--- config.mk ---
export PLATFORM = sky130hd
export DESIGN_NAME = conversor_bcd_sequencial
export DESIGN_NICKNAME = d
export VERILOG_FILES = /design/src/rtl/conversor_bcd_sequencial.sv
export SDC_FILE = /design/constraint.sdc
export NUM_CORES = 1
export LEC_CHECK = 0
export CAP_MARGIN = 20
export CORE_MARGIN = 2
export CORE_UTILIZATION = 35
export CTS_BUF_LIST = sky130_fd_sc_hd__clkbuf_8 sky130_fd_sc_hd__clkbuf_16
export DETAILED_ROUTE_END_ITERATION = 8
export PLACE_DENSITY = 0.52
export RECOVER_POWER = 100
export SLEW_MARGIN = 25
export SYNTH_ARGS = -nofsm -noshare
export SYNTH_HDL_FRONTEND = slang
export SYNTH_SLANG_ARGS = --single-unit
--- constraint.sdc ---
create_clock -name clock -period 9.1 [get_ports clock]
set_input_delay 1.82 -clock clock [delete_from_list [all_inputs] [get_ports clock]]
set_output_delay 1.82 -clock clock [all_outputs]
set_load 0.05 [all_outputs]
--- src/rtl/conversor_bcd_sequencial.sv ---
// Sequential signed binary-to-BCD converter for the seven-segment path.
// Iterative double-dabble with a fixed 12-cycle start/busy/done handshake.
module conversor_bcd_sequencial #(
  parameter int LARGURA = 32
) (
  input  logic               clock,
  input  logic               reset,
  input  logic               inicio,
  input  logic [LARGURA-1:0] valor,
  output logic               ocupado,
  output logic               pronto,
  output logic               negativo,
  output logic               estouro,
  output logic [3:0]         centena,
  output logic [3:0]         dezena,
  output logic [3:0]         unidade
);

  localparam logic [1:0] OCIOSO   = 2'd0;
  localparam logic [1:0] ABSOLUTO = 2'd1;
  localparam logic [1:0] CONVERTE = 2'd2;
  localparam logic [1:0] FINAL    = 2'd3;

  logic [1:0]         r_estado;
  logic [LARGURA-1:0] r_valor;
  logic               r_sinal;
  logic               r_nao_zero;
  logic               r_estouro;
  logic [9:0]         r_desloc;
  logic [11:0]        r_bcd;
  logic [3:0]         r_contador;

  logic [1:0]         w_proximo;
  logic [LARGURA-1:0] w_magnitude;
  logic [11:0]        w_bcd_ajust;

  function automatic logic [3:0] ajusta(input logic [3:0] n);
    return (n >= 4'd5) ? n + 4'd3 : n;
  endfunction

  // Most negative input wraps to 2^(LARGURA-1) when read as unsigned.
  assign w_magnitude = r_sinal ? (~r_valor + LARGURA'(1)) : r_valor;
  assign w_bcd_ajust = {ajusta(r_bcd[11:8]), ajusta(r_bcd[7:4]), ajusta(r_bcd[3:0])};

  always_comb begin
    w_proximo = r_estado;
    case (r_estado)
      OCIOSO:   if (inicio) w_proximo = ABSOLUTO;
      ABSOLUTO: w_proximo = CONVERTE;
      CONVERTE: if (r_contador == 4'd9) w_proximo = FINAL;
      FINAL:    w_proximo = OCIOSO;
      default:  w_proximo = OCIOSO;
    endcase
  end

  always_ff @(posedge clock or posedge reset) begin
    if (reset) begin
      r_estado   <= OCIOSO;
      r_valor    <= '0;
      r_sinal    <= 1'b0;
      r_nao_zero <= 1'b0;
      r_estouro  <= 1'b0;
      r_desloc   <= '0;
      r_bcd      <= '0;
      r_contador <= '0;
      ocupado    <= 1'b0;
      pronto     <= 1'b0;
      negativo   <= 1'b0;
      estouro    <= 1'b0;
      centena    <= '0;
      dezena     <= '0;
      unidade    <= '0;
    end else begin
      r_estado <= w_proximo;
      ocupado  <= (w_proximo != OCIOSO);
      pronto   <= 1'b0;
      case (r_estado)
        OCIOSO: begin
          if (inicio) begin
            r_valor <= valor;
            r_sinal <= valor[LARGURA-1];
          end
        end
        ABSOLUTO: begin
          r_nao_zero <= |w_magnitude;
          r_estouro  <= (w_magnitude > LARGURA'(999));
          r_desloc   <= w_magnitude[9:0];
          r_bcd      <= '0;
          r_contador <= '0;
        end
        CONVERTE: begin
          // Top bit of the adjusted accumulator falls off the shift.
          {r_bcd, r_desloc} <= {w_bcd_ajust, r_desloc} << 1;
          r_contador        <= r_contador + 4'd1;
        end
        FINAL: begin
          negativo <= r_sinal & r_nao_zero;
          estouro  <= r_estouro;
          pronto   <= 1'b1;
          if (r_estouro) begin
            centena <= 4'd9;
            dezena  <= 4'd9;
            unidade <= 4'd9;
          end else begin
            centena <= r_bcd[11:8];
            dezena  <= r_bcd[7:4];
            unidade <= r_bcd[3:0];
          end
        end
        default: ;
      endcase
    end
  end

endmodule

==> summary.md <==
| Metric | Value |
|---|---|
| Status | finished, violations left |
| Failing checks | capacitance limit, slew limit |
| Max incr delay on CP | 1.26 ns |
| Hold endpoint | r_desloc[2]$_DFFE_PP0P_ |
| Synth async-reset ratio | 100% |
| Register area | 1950 um2 |
| Hold Path Class | register to register |
| Post-synth EDFFs | 0 |
| Routed WL per cell | 14.4 um |
| Final Hold Viols | 0 |
| CP Buf/Inv Count | 2 |
| Layout Skew | 0.00648 ns |
| Pwr dens | 332 nW/um2 |
| YS warnings | 0 |
| Sequential share of the synthesized area | 45.0% |
| I/O Pins | 51 |
| Cts repair resizes | 0 |
| DP HPWL | 6.39 mm |
| Reg2reg setup slack | 5.75 ns |
| Minimum clock period | 3.98 ns |
| Period utilization | 43.7% |
| Final setup fails | 0 |
| Starting Density | 35.9% |
| Worst hold stages | 1 |
| FF-to-FF Start | r_valor[0]$_DFFE_PP0P_ |
| Yosys top cell area share | 45.0% |
| Measured slew at the worst slew-check pin | 1.75 ns |
| CTS H-Tree Depth | 3 |
| ANT nets after route | 0 |
| Top Family by Delay on Critical Path | buffers and inverters |
| Dpl cell area | 4980 um2 |
| Worst Path Required | 9.32 ns |
| Post-CTS setup buffers | 0 |
| Crit. End Element | register |
| Psw | 728 uW |
| Clock Latency Late Sink | 0.34 ns |
| DR vias/cell | 5.16 |
| Switch share | 41.6% |
| Max Transition Viols Final | 33 |
| Crit path launch type | primary input |
| GRT Util Overall | 15.2% |
| Max-slew headroom | -16.9% |
| Area delta synth->final | 21.7% |
| Cell area after synthesis | 4330 um2 |
| Total leakage power | 0.00207 uW |
| Sequential share of power | 37.0% |
| ANT cells | 0 |
| First-pass GRT wire length | 16.1 mm |
| MaxCap Viol Count | 1 |
| Root Buffer | clkbuf_16 |
| Combinational power share | 41.9% |
| Initial antenna violation count | 0 |
| GP Congestion | 0.840 |
| Worst-path clk slew | 0.06 ns |
| Mapped Cells | 447 |
| Place WS | 5.81 ns |
| Commonest cells post-synth | 78 x dfrtp_1, 44 x mux2_2, 37 x o21ai_0 |
| Nets | 536 |
| DRC | 0 |
| VDD IR-drop max | 0.116 mV |
| Drt first pass iters | 4 |
| Port Buffer Count | 50 |
| Vias | 3,406 |
| Gr ovfl total | 0 |
| Cell variety after synth | 48 |
| Setup TNS | 0 ns |
| Crit path DAT | 4.20 ns |
| Total CTS buffers | 9 |
| Clock Tree Buf Depth | 2 |
| R2R Path End | r_nao_zero$_DFFE_PP0N_ |
| Unrepaired setup endpoints after global routing | false |
| Synth Register Bits | 78 |
| Core area | 12,100 um2 |
| Hold buffer count at CTS | 0 |
| Worst Reg-to-Reg Cells | 9 |
| Highest clock rate | 0.251 GHz |
| Clock share of power | 21.1% |
| Final WS setup | 5.12 ns |
| Cell count after placement | 644 |
| Die extent in x | 115 um |
| Largest cells by area after synthesis | dfrtp_1 45%, mux2_2 11%, o21ai_0 4.3% |
| Die Y | 115 um |
| CTS tree | yes |
| Row count | 40 |
| Share of post-route cells with drive strength above 1 | 13.8% |
| Syn_area_per_cell | 9.69 um2 |
| Total power | 1750 uW |
| FILL cells | 1,192 |
| Area leader, netlist | dfrtp_1 |
| Multi-input gate area | 2150 um2 |
| Crit Path Class | primary input to register |
| Pin count of the biggest net entering global routing | 79 |
| Post-synth net total | 496 |
| Hold_sp | r_desloc[2]$_DFFE_PP0P_ |
| Crit-path max FO | 32 |
| Final std cells w/o fill | 660 |
| Vias in the first global route | 3,288 |
| Post-Route WL | 9.48 mm |
| Slowest CP cell | clkbuf_1 |
| Most common cell in the netlist | dfrtp_1 |
| Internal | 1020 uW |
| Top_reg_cell synth | dfrtp_1 |
| Cell chain of the critical path | dlygate4sd3_1 -> nand2_1 -> clkbuf_1 -> mux2_2 |
| Die area | 13,300 um2 |
| Clk sink count | 78 |
| First DRT Iteration DRCs | 248 |
| Final instance area | 5270 um2 |
## power groups by stage
stage          clock network [uW]  registers [uW]  logic, uW
3_5_place_dp                    0             651        744
3_3_place_gp                    0             648        731
6_report                      369             646        732
4_1_cts                       381             646        747
2_1_floorplan                   0             636        558
5_1_grt                       393             672        819
## worst max-delay path by stage
stage	endpoint	cells after the start	start	slack, ns
after detailed placement	r_valor[26]$_DFFE_PP0P_	4	inicio	5.81
after global routing	r_valor[21]$_DFFE_PP0P_	4	inicio	4.88
after floorplan	centena[0]$_DFFE_PP0P_	1	reset	5.28
after CTS	negativo	1	negativo$_DFFE_PP0P_	5.75
final	r_valor[21]$_DFFE_PP0P_	4	inicio	5.12
after global placement	r_valor[16]$_DFFE_PP0P_	4	inicio	5.82
## cell type report
class                   instances  share of cell area [%]
well taps                     168                    3.99
flip-flops and latches         78                    37.0
multi-input cells             311                    40.8
clock buffers                   9                    4.27
clock inverters                 7                    1.52
repair buffers                 55                    10.1
inverters                      32                    2.28
## metal layers
metal	wire length [um]	global-route usage, %	up-vias
met2	4100	23.3	64
li1	-	-	1706
met4	140	5.62	0
met5	0	0	-
met1	4870	21.2	1625
met3	373	3.27	11
## flip-flops by register name (all words and copies together), names as in the netlist
register	count
r_valor	32
r_bcd	12
r_desloc	10
centena	4
dezena	4
r_contador	4
unidade	4
r_estado	2
estouro	1
negativo	1
ocupado	1
pronto	1
r_estouro	1
r_nao_zero	1
## per-stage QoR
stage | hold slack, ns | util [%]
2_1_floorplan | 0.477 | -
4_1_cts | 0.510 | 43.8
3_5_place_dp | 0.496 | 41.3
5_1_grt | 0.523 | 43.7
3_3_place_gp | 0.490 | 41.3
6_report | 0.507 | 43.7
## cell usage in the layout (no fill, tap or decap), types with 3 or more instances in the layout
cell type	n
o31ai_1	6
or3_1	7
o41ai_1	3
nand2_1	28
clkdlybuf4s50_1	32
and3_1	5
nand3_1	9
nand4_1	8
nand3b_1	6
a21oi_1	26
xor2_1	4
o22ai_1	10
nand2b_1	4
dfrtp_1	78
inv_1	31
nor3_1	18
nor4_1	10
xnor2_1	8
nor2_1	29
dlygate4sd3_1	18
or4_1	3
o221ai_1	3
mux2_2	44
ha_1	14
clkbuf_16	9
o21ai_0	37
## logic make-up after synthesis
family | synth area share (%)
mux | 11.9
fa+ha+maj | 4.04
compound gates | 14.5
xor+xnor | 2.43
simple gates | 16.9
flops | 45.0
buf+inv | 5.20
(Power assumes the default switching activity.)
